`src/rtl/mult_pkg.sv`:
```
// Shared types and helpers for the iterative shift-add multiplier.
package mult_pkg;

    typedef enum logic [1:0] {
        IDLE = 2'd0,
        CALC = 2'd1,
        DONE = 2'd2
    } mult_state_t;

    // Counter must be able to hold WIDTH itself.
    function automatic int cnt_w(input int width);
        return $clog2(width + 1);
    endfunction

endpackage

```
`src/rtl/mult_twos_cond.sv`:
```
// Conditional two's-complement negate: y = en ? -x : x.
module mult_twos_cond #(
    parameter int N = 8
) (
    input  logic         en,
    input  logic [N-1:0] x,
    output logic [N-1:0] y
);

    assign y = en ? (~x + N'(1)) : x;

endmodule

```
`src/rtl/seq_multiplier.sv`:
```
// Iterative shift-add multiplier, one partial product per clock, signed or unsigned per operation.
module seq_multiplier
    import mult_pkg::*;
#(
    parameter int WIDTH = 8
) (
    input  logic                 clk,
    input  logic                 rst_n,
    input  logic                 in_valid,
    output logic                 in_ready,
    input  logic [WIDTH-1:0]     a,
    input  logic [WIDTH-1:0]     b,
    input  logic                 mult_mode,
    output logic                 out_valid,
    input  logic                 out_ready,
    output logic [2*WIDTH-1:0]   product,
    output logic                 busy
);

    localparam int CW = cnt_w(WIDTH);
    localparam logic [CW-1:0] LAST_ITER = CW'(WIDTH - 1);

    mult_state_t          state_q, state_d;
    logic [2*WIDTH-1:0]   mcand_q, mcand_d;
    logic [WIDTH-1:0]     mplier_q, mplier_d;
    logic [2*WIDTH-1:0]   acc_q, acc_d;
    logic [CW-1:0]        cnt_q, cnt_d;
    logic                 neg_q, neg_d;
    logic [2*WIDTH-1:0]   product_q, product_d;
    logic                 in_ready_q, out_valid_q, busy_q;

    logic [WIDTH-1:0]     a_mag, b_mag;
    logic [2*WIDTH-1:0]   acc_sum, acc_signed;

    mult_twos_cond #(.N(WIDTH)) u_neg_a (
        .en (mult_mode & a[WIDTH-1]),
        .x  (a),
        .y  (a_mag)
    );

    mult_twos_cond #(.N(WIDTH)) u_neg_b (
        .en (mult_mode & b[WIDTH-1]),
        .x  (b),
        .y  (b_mag)
    );

    assign acc_sum = acc_q + (mplier_q[0] ? mcand_q : '0);

    mult_twos_cond #(.N(2*WIDTH)) u_neg_p (
        .en (neg_q),
        .x  (acc_sum),
        .y  (acc_signed)
    );

    always_comb begin
        state_d   = state_q;
        mcand_d   = mcand_q;
        mplier_d  = mplier_q;
        acc_d     = acc_q;
        cnt_d     = cnt_q;
        neg_d     = neg_q;
        product_d = product_q;
        unique case (state_q)
            IDLE: begin
                // in_ready_q is low for one cycle after reset release, so gate on it.
                if (in_valid && in_ready_q) begin
                    neg_d    = mult_mode & (a[WIDTH-1] ^ b[WIDTH-1]);
                    mcand_d  = {{WIDTH{1'b0}}, a_mag};
                    mplier_d = b_mag;
                    acc_d    = '0;
                    cnt_d    = '0;
                    state_d  = CALC;
                end
            end
            CALC: begin
                acc_d    = acc_sum;
                mcand_d  = mcand_q << 1;
                mplier_d = mplier_q >> 1;
                cnt_d    = cnt_q + CW'(1);
                if (cnt_q == LAST_ITER) begin
                    product_d = acc_signed;
                    state_d   = DONE;
                end
            end
            DONE: begin
                if (out_ready) begin
                    state_d = IDLE;
                end
            end
            default: state_d = IDLE;
        endcase
    end

    always_ff @(posedge clk or negedge rst_n) begin
        if (!rst_n) begin
            state_q     <= IDLE;
            mcand_q     <= '0;
            mplier_q    <= '0;
            acc_q       <= '0;
            cnt_q       <= '0;
            neg_q       <= 1'b0;
            product_q   <= '0;
            in_ready_q  <= 1'b0;
            out_valid_q <= 1'b0;
            busy_q      <= 1'b0;
        end else begin
            state_q     <= state_d;
            mcand_q     <= mcand_d;
            mplier_q    <= mplier_d;
            acc_q       <= acc_d;
            cnt_q       <= cnt_d;
            neg_q       <= neg_d;
            product_q   <= product_d;
            // Handshake flags are registered decodes of the next state.
            in_ready_q  <= (state_d == IDLE);
            out_valid_q <= (state_d == DONE);
            busy_q      <= (state_d != IDLE);
        end
    end

    assign in_ready  = in_ready_q;
    assign out_valid = out_valid_q;
    assign busy      = busy_q;
    assign product   = product_q;

endmodule

```
`config.mk`:
```
export PLATFORM = sky130hd
export DESIGN_NAME = seq_multiplier
export DESIGN_NICKNAME = d
export VERILOG_FILES = /design/src/rtl/mult_pkg.sv /design/src/rtl/mult_twos_cond.sv /design/src/rtl/seq_multiplier.sv
export SDC_FILE = /design/constraint.sdc
export NUM_CORES = 1
export LEC_CHECK = 0
export ABC_AREA = 1
export CAP_MARGIN = 10
export CORE_UTILIZATION = 58
export DETAILED_ROUTE_END_ITERATION = 6
export PLACE_DENSITY = 0.8
export SKIP_LAST_GASP = 1
export SYNTH_ARGS = -nofsm -noshare
export SYNTH_HDL_FRONTEND = slang
export SYNTH_HIERARCHICAL = 1
export SYNTH_SLANG_ARGS = --single-unit
```
`constraint.sdc`:
```
create_clock -name clk -period 3.5 [get_ports clk]
set_clock_uncertainty 0.1 [all_clocks]
set_input_delay 0.7 -clock clk [delete_from_list [all_inputs] [get_ports clk]]
set_output_delay 0.7 -clock clk [all_outputs]
set_load 0.01 [all_outputs]
```
==> summary.md <==
| Metric | Value |
|---|---|
| Status | finished clean |
| Worst R2R Start | mplier_q[0] |
| Clock transition at the registers of the reported paths | 0.07 ns |
| Core box area | around 0.0074 sq mm |
| Initial antenna violation count | 0 |
| Mux cell area share after synthesis | 0.0469 |
| Vias in the first global route | 3719 |
| Fmax | 0.314 GHz |
| Final antenna-violating net count | 0 |
| Kind of end point of the critical path | flip-flop |
| RePlAce Congestion | 0.925 |
| Crit share post-route | 0.911 |
| Final hold violations | 0 |
| Post-CTS Setup Inserts | 0 |
| Clock sink count | between 60 and 70 |
| Pre-CTS setup slack | about 0.36 ns |
| Inst Count DP | 721 |
| Number of inserted diodes | 0 |
| FILL cells | 612 |
| Synth Area in Simple Gates | 0.303 |
| Synth Cell Area | 0.00448 sq mm |
| Worst setup margin | 0.313 ns |
| Area growth, synth to finish | 14.0% |
| DR vias/cell | 5.13 |
| Number of H-tree levels | 3 |
| Synth area leader | dfrtp_1 |
| Hpwl dp | around 6.8 mm |
| Crit Path Category | reg -> reg |
| Crit start category | flip-flop |
| First DRT Iteration DRCs | 182 |
| Cts hold-fix bufs | 0 |
| Mapped Cells | 599 |
| Crit-path max FO | 17 |
| Overflow after GRT | 0 |
| CP startpoint | mplier_q[0] |
| Post-synth cell types | 39 |
| Adder-cell share of the synthesized area | 0.0576 |
| CP Capture Point | product[7] |
| Slew headroom | 0.320 |
| Avg WL per Cell | 12.2 um |
| Tightest Pin Transition | 1.02 ns |
| First-pass GRT wire length | 15.9 mm |
| Die area | 0.00808 sq mm |
| Die Ht | 89.9 um |
| Reg2Reg Depth | 14 |
| Max_cap viols | 0 |
| Via count | 3780 |
| CTS tree | yes |
| Buffers on Ports | 39 |
| Reg-to-Reg End | product[7] |
| Yosys warns | 6 |
| First-pass DRT Iterations | 4 |
| Post-synth EDFFs | 0 |
| Pleak | 0.00277 uW |
| Synth Flop Type | dfrtp_1 |
| Initial Utilization | 0.608 |
| I/O pins | 40 |
| Largest family of logic cells by synthesized area | simple AND/OR/NAND/NOR gates |
| Most common cell after layout, fill and taps aside | nand2_1 |
| Max rail drop VDD | between 300 and 400 uV |
| Final wirelength | approximately 9.0 mm |
| RSZ-0062 raised after global routing | false |
| Compound-Gate Fraction of Synth Area | 0.0827 |
| Max-slew violations | 0 |
| Layout Cells excl Fill | 737 |
| Clk buf depth | 2 |
| Sequential Area | ~0.0017 sq mm |
| Total negative slack | 0 ns |
| DRC viols | 0 |
| Yosys reg bits | 66 |
| Final setup fails | 0 |
| Critical path arrival | around 3.3 ns |
| Register area share after synthesis | 0.369 |
| PwrDens | between 1000 and 1500 mW/mm^2 |
| Hold WC Path Type | reg -> reg |
| Required @ worst endpoint | about 3.6 ns |
| Layout cells sized above 1 | 0.0862 |
| Syn Nets | 640 |
| R2r setup slk | 0.31 ns |
| Highest-count cells in the layout ignoring fill and taps | 194 x nand2_1, 81 x inv_1, 66 x dfrtp_1 |
| Top cells by area, synth | dfrtp_1 37%, nand2_1 16%, inv_1 6.8%, ha_1 5.3%, nor2_1 4.6% |
| Nets | 674 |
| Post-synth ARST share | 1.00 |
| Area share of the largest cell type after synthesis | 0.369 |
| XOR/XNOR share of the synthesized area | 0.0411 |
| Multi-input gate area | 0.00238 sq mm |
| Syn Area/Cell | between 7 and 8 sq um |
| Rows | 31 |
| Root buf cell | clkbuf_8 |
| Largest net degree at the start of global routing | 47 |
| Min Clock Period, post-route | between 3 and 4 ns |
| Die width | 89.9 um |
| Clock Latency Late Sink | 0.34 ns |
| TritonCTS Buffers | 9 |
| Gr usage total | 0.240 |
| CTS resizes | 0 |
==> how the worst min path moves through the flow <==
stage	start	to	slack, ns	cells past startpoint
floorplan	rst_n	acc_q[0]	0.30	0
global placement	mcand_q[15]	mcand_q[15]	0.37	2
detailed placement	acc_q[8]	acc_q[8]	0.38	2
CTS	acc_q[8]	acc_q[8]	0.40	2
global route	acc_q[12]	acc_q[12]	0.42	2
finish	mcand_q[15]	mcand_q[15]	0.40	2
==> critical path: stages, from the launching register on <==
cell	delay, ns
dfrtp_1	0.55
nand2_1	0.13
inv_1	0.06
ha_1	0.20
fa_1	0.43
nand2_1	0.08
nand2_1	0.06
nand3b_1	0.09
nand2_1	0.10
xor2_1	0.47
nor2_1	0.14
nand2_1	0.13
o21ai_4	0.08
xnor2_1	0.16
mux2_4	0.28
==> cell type report <==
class,count,share of cell area
Clock buffer,10,0.0270
Clock inverter,6,0.0174
Inverter,86,0.0632
Multi-Input combinational cell,429,0.466
Sequential cell,66,0.324
Tap cell,99,0.0243
Timing Repair Buffer,41,0.0784
==> cells by family after synthesis <==
logic type	after synthesis
AO/OA/AOI/OAI	56
XOR/XNOR	21
adder cells (fa/ha/maj)	20
buffers and inverters	104
flip-flops	66
multiplexers	16
AND/OR/NAND/NOR	316
==> sequential cells by signal (all words and copies together), names as in the netlist <==
register,cells
cnt_q,4
busy,1
in_ready,1
neg_q,1
mplier_q,8
out_valid,1
product,16
acc_q,16
mcand_q,16
state_q,2
==> Yosys cell counts (all sizes together) (3+ instances only) <==
cell and n:
nand2 199, mux2 16, o22ai 20, a22o 8
ha 19, nor3 3, nand3 33, inv 86
xnor2 9, and2 7, nand3b 8, nand4 4
a21oi 14, dfrtp 66, buf 16, xor2 12
o21ai 11, nor2 60
==> power by group <==
| part | internal (uW) | switching (uW) | total, uW |
|---|---|---|---|
| Clock | 422 | 311 | 733 |
| Sequential | 1120 | 264 | 1380 |
| Combinational | 1300 | 1970 | 3270 |
| Total | 2840 | 2550 | 5390 |
==> metrics by stage <==
stage,instance area (sq um),utilization,power [uW],hold WS [ns]
floorplan,4480,-,3870,0.304
global placement,4880,0.662,4530,0.367
detailed placement,4880,0.662,4640,0.382
CTS,5100,0.693,5390,0.400
global route,5100,0.693,5890,0.422
finish,5100,0.693,5390,0.395
==> layer usage <==
layer,track usage,up-vias,share of wire
li1,-,1961,-
met1,0.290,1724,0.46
met2,0.434,82,0.49
met3,0.0338,13,0.034
met4,0.0887,0,0.017
met5,0,-,0
(Power assumes the default switching activity.)
==> RTL edit: new RTL, same settings <==
Add an input register stage for `mult_mode`, without a reset; this delays it by one clock. The other inputs are not delayed to match.
--- a/src/rtl/seq_multiplier.sv
+++ b/src/rtl/seq_multiplier.sv
@@ -20,6 +20,12 @@
     localparam int CW = cnt_w(WIDTH);
     localparam logic [CW-1:0] LAST_ITER = CW'(WIDTH - 1);
 
+    logic mult_mode_q;
+
+    always_ff @(posedge clk) begin
+        mult_mode_q <= mult_mode;
+    end
+
     mult_state_t          state_q, state_d;
     logic [2*WIDTH-1:0]   mcand_q, mcand_d;
     logic [WIDTH-1:0]     mplier_q, mplier_d;
@@ -33,13 +39,13 @@
     logic [2*WIDTH-1:0]   acc_sum, acc_signed;
 
     mult_twos_cond #(.N(WIDTH)) u_neg_a (
-        .en (mult_mode & a[WIDTH-1]),
+        .en (mult_mode_q & a[WIDTH-1]),
         .x  (a),
         .y  (a_mag)
     );
 
     mult_twos_cond #(.N(WIDTH)) u_neg_b (
-        .en (mult_mode & b[WIDTH-1]),
+        .en (mult_mode_q & b[WIDTH-1]),
         .x  (b),
         .y  (b_mag)
     );
@@ -64,7 +70,7 @@
             IDLE: begin
                 // in_ready_q is low for one cycle after reset release, so gate on it.
                 if (in_valid && in_ready_q) begin
-                    neg_d    = mult_mode & (a[WIDTH-1] ^ b[WIDTH-1]);
+                    neg_d    = mult_mode_q & (a[WIDTH-1] ^ b[WIDTH-1]);
                     mcand_d  = {{WIDTH{1'b0}}, a_mag};
                     mplier_d = b_mag;
                     acc_d    = '0;
Check against the original RTL: no difference found for any inputs over 10 cycles, from zero or initial values and one cycle with rst_n low; that may be too few to reach the edited logic, so the function may still have changed.
==> RTL edit against the original RTL <==
  * Synthesized cell count increased by 0.17%
  * Area after synthesis increased by 0.45%
  * Clock power fell by 11%
  * Total power fell by 0.82%
  * Worst hold slack worse by 0.074 ns
  * Wire length is 0.12% lower
  * Sequential cell count rose by 1
  * Design area is essentially flat
  * First-iteration DRC count down 4.4%
  * Utilization is essentially flat
  * Setup slack better by 0.033 ns
==> RTL edit: results (changes against the original RTL) <==
| Metric | Value |
|---|---|
| Final Net Count | `674 (unchanged)` |
| Hold Crit Class | `input port to asynchronous set/reset pin (was flop to flop)` |
| Number of global-route vias before repair | `3555 (was 3719)` |
| Synthesis-stage register bit count | `67 (was 66)` |
| Slew HR | `49.4% (was 32.0%)` |
| Non-clk bufs | `40 (was 41)` |
| Mapped Cells | `600 (was 599)` |
| GRT Total Usage | `23.6% (was 24.0%)` |
| Fraction of area in multi-input gates | `46.6% (about the same)` |
| R2r endpoint | `product[15]$_DFFE_PN0P_ (was product[7]$_DFFE_PN0P_)` |
| Share of cells above drive strength 1 | `8.46% (was 8.62%)` |
| Met2 WL post-DR | `4.26 mm (was 4.39 mm)` |
| Static leakage | `2.78 nW (was 2.77 nW)` |
| Syn_nets | `641 (was 640)` |
| Routed wire length per instance | `12.2 um (about the same)` |
| Max incr delay on CP | `0.55 ns (about the same)` |
| Reg2Reg Setup Slack | `0.35 ns (was 0.31 ns)` |
| Largest net degree at the start of global routing | `35 (was 47)` |
| Clock buffers | `10 (unchanged)` |
| Top post-synthesis cells by area | `dfrtp_1, nand2_1, inv_1 (unchanged)` |
| HPWL after DPL | `6.93 mm (was 6.85 mm)` |
| First-pass GRT wire length | `15.6 mm (was 15.9 mm)` |
| Met1 usage | `29.7% (was 29.0%)` |
| Arrival time worst endpoint | `3.28 ns (was 3.31 ns)` |
| Initial antenna violation count | `0 (unchanged)` |
| Post-synth ARST share | `98.5% (was 100%)` |
| Number of distinct library cells after synthesis | `40 (was 39)` |
| Fillers | `631 (was 612)` |
| Inverter count | `86 (unchanged)` |
| Inserted Clock Buffers | `9 (unchanged)` |
| Fraction of area in registers | `32.8% (was 32.4%)` |
| CP max FO | `17 (unchanged)` |
| Via Count | `3827 (was 3780)` |
| FF-to-FF path depth | `18 (was 14)` |
| Post-Route M1 WL | `4.15 mm (was 4.14 mm)` |
| Routability cong. | `0.930 (was 0.925)` |
| Status | `finished, final reports clean (unchanged)` |
| Seq/Total Area, Yosys | `37.2% (was 36.9%)` |
| Peak VDD IR | `0.341 mV (was 0.343 mV)` |
| Final Non-Filler Cells | `737 (unchanged)` |
| Layout buffering overhead excluding clock cells | `7.94% (was 7.84%)` |
| Met3 routed WL | `374 um (was 306 um)` |
| Top post-synthesis cells by count | `nand2_1, inv_1, dfrtp_1, nor2_1, nand3_1 (unchanged)` |
| Clock root buffer master | `clkbuf_8 (unchanged)` |
| Global routing met3 resource utilization | `4.23% (was 3.38%)` |
| Starting DRT DRC Count | `174 (was 182)` |
| DRT Pass-1 Iters | `5 (was 4)` |
| Port bufs | `39 (unchanged)` |
| Final clock-cell share | `3.92% (was 4.44%)` |
| Met2 Track Usage GR | `39.8% (was 43.4%)` |
==> RTL edit: worst max path at each step <==
| stage | start | endpoint | slack (ns) | cells past startpoint |
|---|---|---|---|---|
| floorplan | mplier_q[0]$_DFFE_PN0P_ | product[15]$_DFFE_PN0P_ | 0.52 | 20 |
| global placement | mplier_q[0]$_DFFE_PN0P_ | product[7]$_DFFE_PN0P_ | 0.44 | 14 |
| detailed placement | mplier_q[0]$_DFFE_PN0P_ | product[15]$_DFFE_PN0P_ | 0.40 | 18 |
| CTS | mplier_q[0]$_DFFE_PN0P_ | product[15]$_DFFE_PN0P_ | 0.36 | 18 |
| global route | mplier_q[0]$_DFFE_PN0P_ | product[8]$_DFFE_PN0P_ | 0.10 | 13 |
| finish | mplier_q[0]$_DFFE_PN0P_ | product[15]$_DFFE_PN0P_ | 0.35 | 18 |
==> RTL edit: cell families (layout without fill, tap and decap cells) <==
group                    count (synthesis)  count (layout)  share of synthesized area, %
flip-flops                              67              67                          37.2
multiplexers                            16              16                          4.67
AO/OA/AOI/OAI                           56              56                          8.23
XOR/XNOR                                21              21                          4.09
adder cells (fa/ha/maj)                 20              20                          5.73
AND/OR/NAND/NOR                        316             316                          30.2
buffers and inverters                  104             142                          9.93
==> RTL edit: where the power goes <==
part | internal (W) | switching (W)
logic | 0.00130 | 0.00200
clock network | 0.000348 | 0.000306
registers | 0.00113 | 0.000261
total | 0.00278 | 0.00256
==> RTL edit: stage by stage <==
| stage | setup slack (ns) | cell area (sq um) | hold WS [ns] |
|---|---|---|---|
| after floorplan | 0.518 | 4500 | 0.304 |
| after global placement | 0.442 | 4900 | 0.369 |
| after detailed placement | 0.397 | 4900 | 0.377 |
| after CTS | 0.363 | 5100 | 0.333 |
| after global routing | 0.101 | 5100 | 0.380 |
| final | 0.345 | 5100 | 0.321 |
